### config.mk
export PLATFORM = sky130hd
export DESIGN_NAME = mmio_mixer
export DESIGN_NICKNAME = d
export VERILOG_FILES = /design/src/rtl/mmio_mixer.sv
export SDC_FILE = /design/constraint.sdc
export NUM_CORES = 2
export LEC_CHECK = 0
export ABC_CLOCK_PERIOD_IN_PS = 15470
export BUFFER_PORTS_ARGS = -buffer_cell sky130_fd_sc_hd__buf_2
export CORE_ASPECT_RATIO = 0.9
export CORE_MARGIN = 4
export CORE_UTILIZATION = 30
export DETAILED_ROUTE_END_ITERATION = 8
export GPL_ROUTABILITY_DRIVEN = 0
export GPL_TIMING_DRIVEN = 0
export PLACE_DENSITY = 0.56
export SYNTH_ARGS = -nofsm -noshare
export SYNTH_HDL_FRONTEND = slang
export SYNTH_SLANG_ARGS = --single-unit
### constraint.sdc
create_clock -name clk -period 15.47 [get_ports clk]
set_input_delay 1.547 -clock clk [delete_from_list [all_inputs] [get_ports clk]]
set_output_delay 1.547 -clock clk [all_outputs]
set_load 0.01 [all_outputs]
### src/rtl/mmio_mixer.sv
// mmio_mixer: MMIO slot that mixes N_CH voice channels into one PCM stream.
// On a DAC ready pulse it requests one sample from every voice, collects the
// replies (with a timeout), applies per-channel and master gain serially, then
// saturates and emits one mixed sample.
// Ports:
//   clk, reset            - system clock, synchronous active-high reset
//   cs, read, write       - MMIO slot select and strobes
//   addr, write_data      - MMIO register address / write data
//   read_data             - MMIO read data, combinational from addr
//   ch_pcm, ch_valid      - per-channel samples ([i*W +: W]) and valid pulses
//   ch_en                 - one-cycle sample request to all voices
//   mix_ready             - DAC ready pulse
//   mix_out, mix_valid    - mixed sample and its one-cycle valid pulse
module mmio_mixer #(
  parameter int N_CH    = 4,
  parameter int W       = 16,
  parameter int TIMEOUT = 255
) (
  input  logic              clk,
  input  logic              reset,
  input  logic              cs,
  input  logic              read,
  input  logic              write,
  input  logic [4:0]        addr,
  input  logic [31:0]       write_data,
  output logic [31:0]       read_data,
  input  logic [N_CH*W-1:0] ch_pcm,
  input  logic [N_CH-1:0]   ch_valid,
  output logic              ch_en,
  input  logic              mix_ready,
  output logic [W-1:0]      mix_out,
  output logic              mix_valid
);

  localparam int IDX_W = (N_CH > 1) ? $clog2(N_CH) : 1;
  localparam int ACC_W = W + 2 + $clog2(N_CH);
  localparam int TMO_W = $clog2(TIMEOUT + 2);
  localparam int MW    = ACC_W + 17;
  localparam logic signed [MW-1:0] SAT_MAX = {{(MW-W+1){1'b0}}, {(W-1){1'b1}}};
  localparam logic signed [MW-1:0] SAT_MIN = {{(MW-W+1){1'b1}}, {(W-1){1'b0}}};

  typedef enum logic [2:0] {
    ST_IDLE   = 3'd0,
    ST_WAIT   = 3'd1,
    ST_MAC    = 3'd2,
    ST_MASTER = 3'd3,
    ST_OUT    = 3'd4
  } state_t;

  state_t state_r, state_next_s;

  logic [15:0]              gain_r [N_CH];
  logic [15:0]              gain_snap_r [N_CH];
  logic [15:0]              master_r, master_snap_r;
  logic [N_CH-1:0]          enable_r, got_r, use_r;
  logic [1:0]               status_r;
  logic [31:0]              sample_cnt_r;
  logic [W-1:0]             pcm_r [N_CH];
  logic [TMO_W-1:0]         tmo_cnt_r;
  logic [IDX_W-1:0]         mac_idx_r;
  logic signed [ACC_W-1:0]  acc_r;
  logic                     ch_en_r, mix_valid_r;
  logic [W-1:0]             mix_out_r;

  logic [N_CH-1:0]          got_now_s;
  logic                     all_got_s, tmo_hit_s, wait_done_s;
  logic                     reg_wr_s, status_wr_s, clip_evt_s, tmo_evt_s;
  logic [W-1:0]             pcm_sel_s;
  logic [15:0]              gain_sel_s;
  logic signed [W+16:0]     prod_s, term_full_s;
  logic signed [W+1:0]      term_s;
  logic signed [MW-1:0]     mprod_s, y_full_s;
  logic [W-1:0]             y_s;
  logic                     clip_s;
  logic [31:0]              read_data_s;
  logic                     unused_s;

  // A valid arriving this cycle already counts; disabled channels never block.
  assign got_now_s   = got_r | ch_valid;
  assign all_got_s   = &(got_now_s | ~enable_r);
  assign tmo_hit_s   = (tmo_cnt_r == TMO_W'(TIMEOUT));
  assign wait_done_s = all_got_s || tmo_hit_s;
  assign reg_wr_s    = cs & write;
  assign status_wr_s = reg_wr_s && (addr == 5'h12);
  assign clip_evt_s  = (state_r == ST_MASTER) && clip_s;
  assign tmo_evt_s   = (state_r == ST_WAIT) && !all_got_s && tmo_hit_s;
  assign unused_s    = &{1'b0, read, write_data[31:16]};

  // Next-state decode for the request/collect/mac/master/out sequence.
  always_comb begin
    state_next_s = state_r;
    case (state_r)
      ST_IDLE:   if (mix_ready) state_next_s = ST_WAIT; else state_next_s = ST_IDLE;
      ST_WAIT:   if (wait_done_s) state_next_s = ST_MAC; else state_next_s = ST_WAIT;
      ST_MAC:    if (mac_idx_r == IDX_W'(N_CH - 1)) state_next_s = ST_MASTER;
                 else state_next_s = ST_MAC;
      ST_MASTER: state_next_s = ST_OUT;
      ST_OUT:    state_next_s = ST_IDLE;
      default:   state_next_s = ST_IDLE;
    endcase
  end

  // Per-channel gain term; channels that were disabled or missing add zero.
  always_comb begin
    pcm_sel_s   = pcm_r[mac_idx_r];
    gain_sel_s  = gain_snap_r[mac_idx_r];
    prod_s      = (W+17)'($signed(pcm_sel_s)) * (W+17)'($signed({1'b0, gain_sel_s}));
    term_full_s = prod_s >>> 5'd15;
    if (use_r[mac_idx_r]) term_s = $signed(term_full_s[W+1:0]);
    else                  term_s = {(W+2){1'b0}};
  end

  // Master gain with floor shift, then clamp to the W-bit signed range.
  always_comb begin
    mprod_s  = MW'(acc_r) * MW'($signed({1'b0, master_snap_r}));
    y_full_s = mprod_s >>> 5'd15;
    if (y_full_s > SAT_MAX) begin
      y_s    = {1'b0, {(W-1){1'b1}}};
      clip_s = 1'b1;
    end else if (y_full_s < SAT_MIN) begin
      y_s    = {1'b1, {(W-1){1'b0}}};
      clip_s = 1'b1;
    end else begin
      y_s    = y_full_s[W-1:0];
      clip_s = 1'b0;
    end
  end

  // MMIO read mux; unmapped addresses read as zero.
  always_comb begin
    read_data_s = 32'd0;
    case (addr)
      5'h10:   read_data_s = {{(32-N_CH){1'b0}}, enable_r};
      5'h11:   read_data_s = {16'd0, master_r};
      5'h12:   read_data_s = {30'd0, status_r};
      5'h13:   read_data_s = sample_cnt_r;
      default: begin
        for (int i = 0; i < N_CH; i++) begin
          read_data_s = (addr == 5'(i)) ? {16'd0, gain_r[i]} : read_data_s;
        end
      end
    endcase
  end

  // Software-visible registers, sticky status and emitted-sample counter.
  always_ff @(posedge clk) begin
    if (reset) begin
      for (int i = 0; i < N_CH; i++) gain_r[i] <= 16'h8000;
      master_r     <= 16'h8000;
      enable_r     <= {N_CH{1'b0}};
      status_r     <= 2'b00;
      sample_cnt_r <= 32'd0;
    end else begin
      for (int i = 0; i < N_CH; i++) begin
        if (reg_wr_s && (addr == 5'(i))) gain_r[i] <= write_data[15:0];
      end
      if (reg_wr_s && (addr == 5'h10)) enable_r <= write_data[N_CH-1:0];
      if (reg_wr_s && (addr == 5'h11)) master_r <= write_data[15:0];
      // A status write clears first; an event in the same cycle still sets.
      status_r <= (status_wr_s ? 2'b00 : status_r) | {tmo_evt_s, clip_evt_s};
      if (state_r == ST_OUT) sample_cnt_r <= sample_cnt_r + 32'd1;
    end
  end

  // Sequencer state, sample capture, accumulation and registered outputs.
  always_ff @(posedge clk) begin
    if (reset) begin
      state_r       <= ST_IDLE;
      ch_en_r       <= 1'b0;
      mix_valid_r   <= 1'b0;
      mix_out_r     <= {W{1'b0}};
      got_r         <= {N_CH{1'b0}};
      use_r         <= {N_CH{1'b0}};
      tmo_cnt_r     <= {TMO_W{1'b0}};
      mac_idx_r     <= {IDX_W{1'b0}};
      acc_r         <= {ACC_W{1'b0}};
      master_snap_r <= 16'h8000;
      for (int i = 0; i < N_CH; i++) begin
        pcm_r[i]       <= {W{1'b0}};
        gain_snap_r[i] <= 16'h8000;
      end
    end else begin
      state_r     <= state_next_s;
      ch_en_r     <= (state_r == ST_IDLE) && mix_ready;
      mix_valid_r <= (state_r == ST_MASTER);
      case (state_r)
        ST_IDLE: begin
          if (mix_ready) begin
            got_r     <= {N_CH{1'b0}};
            tmo_cnt_r <= {TMO_W{1'b0}};
          end
        end
        ST_WAIT: begin
          for (int i = 0; i < N_CH; i++) begin
            if (ch_valid[i]) pcm_r[i] <= ch_pcm[i*W +: W];
          end
          got_r     <= got_now_s;
          tmo_cnt_r <= tmo_cnt_r + TMO_W'(1'b1);
          if (wait_done_s) begin
            // Gains are frozen here so later writes only affect the next sample.
            gain_snap_r   <= gain_r;
            master_snap_r <= master_r;
            use_r         <= got_now_s & enable_r;
            acc_r         <= {ACC_W{1'b0}};
            mac_idx_r     <= {IDX_W{1'b0}};
          end
        end
        ST_MAC: begin
          acc_r     <= acc_r + ACC_W'(term_s);
          mac_idx_r <= mac_idx_r + IDX_W'(1'b1);
        end
        ST_MASTER: mix_out_r <= y_s;
        ST_OUT:    ;
        default:   ;
      endcase
    end
  end

  assign read_data = read_data_s;
  assign ch_en     = ch_en_r;
  assign mix_out   = mix_out_r;
  assign mix_valid = mix_valid_r;

endmodule

==> flow_metrics.env <==
export IMPL_vias_per_cell=4.830
export IMPL_yosys_top_cells_area="fa_1 (30%), dfxtp_1 (15%), ha_1 (8.5%)"
export IMPL_cpMaxStageDelayCell="o21ai_0"
export IMPL_wl_per_cell_um=17.87
export IMPL_core_mm2=0.1136
export IMPL_min_period_ns=12.27
export IMPL_cap_violations=1
export IMPL_fmax_ghz=0.08153
export IMPL_initial_utilization=0.3031
export IMPL_grt_pass1_vias=27040
export IMPL_n_fill_cell=12050
export IMPL_clkTransAtPathRegs_ns=0.06
export IMPL_dr_pass1_iters=6
export IMPL_fin_crit_sh=0.7929
export IMPL_violations="max-capacitance violations, max-slew violations"
export IMPL_io_pins=161
export IMPL_start_kind="flop"
export IMPL_cts_tree="built"
export IMPL_place_area_mm2=0.03701
export IMPL_post_cts_buffers=0
export IMPL_die_h_um=329.4
export IMPL_ys_ff_latch=323
export IMPL_ys_seq_area_frac=0.2064
export IMPL_gr_total_overflow=0
export IMPL_path_class="flop to flop"
export IMPL_port_buffers=143
export IMPL_tightest_slew_ns=1.509
export IMPL_cp_common_cell="fa_1"
export IMPL_drt_iter0_drc=1933
export IMPL_grt_max_degree=17
export IMPL_cts_buffers=39
export IMPL_grtUsageTotal=0.1679
export IMPL_rsz0062_at_grt="false"
export IMPL_peakVddDrop_mv=0.07955
export IMPL_cp_required_ns=15.95
export IMPL_ctsHoldBuffers=0
export IMPL_yosysMostFrequentCell="nand2_1"
export IMPL_ys_async_sr_fraction=0
export IMPL_synth_flop_cell="dfxtp_1"
export IMPL_ys_warn_count=0
export IMPL_tns_ns=0
export IMPL_vias=27240
export IMPL_synth_distinct_cells=81
export IMPL_hold_depth=2
export IMPL_netlist_area_mm2=0.03443
export IMPL_rows=117
export IMPL_yosys_top_cells_count="nand2_1 (747), inv_1 (681), fa_1 (513)"
export IMPL_yosys_area_top_type="fa_1"
export IMPL_drc_errors=0
export IMPL_cts_root_buf="clkbuf_16"
export IMPL_status="complete, but fails checks"
export IMPL_slew_headroom=-0.01651
export IMPL_detail_route_wirelength_mm=100.8
export IMPL_die_w_um=365.1
export IMPL_syn_num_nets=4801
export IMPL_hpwl_mm=82.35
export IMPL_power_density_mw_per_mm2=62.25
export IMPL_clk_latency_ns=0.61
export IMPL_htreeDepth=2
export IMPL_drive_gt1_frac=0.06742
export IMPL_worstPathArrival_ns=12.75
export IMPL_cp_slowest_stage_delay_ns=1.04
export IMPL_setup_viol=0
export IMPL_dieArea_mm2=0.1203
export IMPL_worst_clock_skew_ns=0.02497
export IMPL_end_kind="flop"
export IMPL_grt_pass1_wl_mm=157.6
export IMPL_rr_worst_depth=40
export IMPL_grt_antenna_before_repair=2
export IMPL_cts_resized=0
export IMPL_avgSynthCellArea_um2=8.730
export IMPL_fin_nets=4985
export IMPL_netlist_area_leader_share=0.2983
export IMPL_clockBufferDepth=3
export IMPL_drv_slew=6
export IMPL_finalHoldViolations=0
export IMPL_syn_instance_count=3944
export IMPL_stdcell_area_mm2=0.03832
export IMPL_synth_edf_count=64
export IMPL_p_leak_uw=0.01754
export IMPL_ant_nets=0
export IMPL_crit_fanout=10
export IMPL_hp_class="flop to flop"
export IMPL_clock_sinks=323
export IMPL_synthToLayoutAreaGrowth_pct=11.29
export IMPL_diodes=0
## cells by family (layout without fill, tap and decap cells)
| logic type | Yosys count | after routing | synth area share |
|---|---|---|---|
| AO/OA/AOI/OAI | 482 | 482 | 0.08881 |
| XOR/XNOR | 83 | 83 | 0.02111 |
| adder cells (fa/ha/maj) | 746 | 746 | 0.3829 |
| buffers and inverters | 883 | 1092 | 0.09720 |
| flip-flops | 323 | 323 | 0.2064 |
| multiplexers | 59 | 59 | 0.02413 |
| AND/OR/NAND/NOR | 1368 | 1368 | 0.1794 |
## layer usage
layer | part of all wire | global-route usage
met1 | 0.45 | 0.2399
met2 | 0.45 | 0.2662
met3 | 0.066 | 0.02348
met4 | 0.027 | 0.04556
met5 | 0 | 0
## state kept, by name, indices dropped and copies added (netlist names), named ones only
register	cells
mix_out	16
acc_r	20
master_snap_r	16
gain_r	64
gain_snap_r	64
sample_cnt_r	32
ch_en	1
enable_r	4
use_r	4
master_r	16
status_r	2
pcm_r	64
tmo_cnt_r	9
mac_idx_r	2
state_r	3
got_r	4
## power by group
part	internal (uW)	leakage, uW	switching, uW
clock	556	0.000643	400
sequential	874	0.00276	7.57
combinational	195	0.0141	353
total	1620	0.0175	761
## cells in the final DEF, fill, tap and decap left out, types with 33 or more instances in the layout
cell	n
buf_2	144
and3_1	86
ha_1	233
fa_1	513
nand2_1	747
a21oi_1	225
xor2_1	39
inv_1	681
nand3_1	42
and2_1	174
o21ai_0	34
xnor2_1	44
dfxtp_1	259
nor2_1	206
edfxtp_1	64
clkbuf_16	39
clkbuf_1	196
a21o_1	33
a22oi_1	42
## path summary, 6_finish.rpt
check | from | endpoint | slack (ns)
max | mac_idx_r[1]$_SDFFE_PP0P_ | acc_r[19]$_SDFFE_PP0P_ | 3.20
min | gain_snap_r[20]$_SDFFE_PP0P_ | gain_snap_r[20]$_SDFFE_PP0P_ | 0.45
max reg2reg | mac_idx_r[1]$_SDFFE_PP0P_ | acc_r[19]$_SDFFE_PP0P_ | 3.20
min reg2reg | gain_snap_r[20]$_SDFFE_PP0P_ | gain_snap_r[20]$_SDFFE_PP0P_ | 0.45
## final cells by class
cell class	instances	area, um^2	area share
tap	1487	1861	0.04855
timing repair buffer	143	715.7	0.01868
buffer	201	787.0	0.02054
inverter	682	2560	0.06680
multi-input combinational	2738	23980	0.6257
sequential	323	7107	0.1855
clock buffer	47	1046	0.02730
clock inverter	19	266.5	0.006955
## per-stage QoR
stage	hold slack [ns]	power, uW	util	setup slack (ns)	instances
3_3_place_gp	0.4399	1444	0.3258	3.401	5574
3_5_place_dp	0.4438	1448	0.3258	3.358	5574
4_1_cts	0.4518	2412	0.3373	3.285	5640
6_report	0.4540	2385	0.3373	3.204	5640
5_1_grt	0.4706	2511	0.3373	2.624	5640
2_1_floorplan	0.4284	1278	-	5.725	3944
## worst max-delay path: cells and delay by family (launching register included)
| family | cells | cell delay (ns) |
|---|---|---|
| AOI/OAI and AO/OA | 15 | 4.64 |
| xor gates and xnor gates | 2 | 0.49 |
| adders and majority gates | 8 | 3.82 |
| buffers and inverters | 7 | 1.41 |
| DFF | 1 | 0.43 |
| muxes | 1 | 0.44 |
| and+or+nand+nor | 7 | 0.88 |
(Power assumes the default switching activity.)
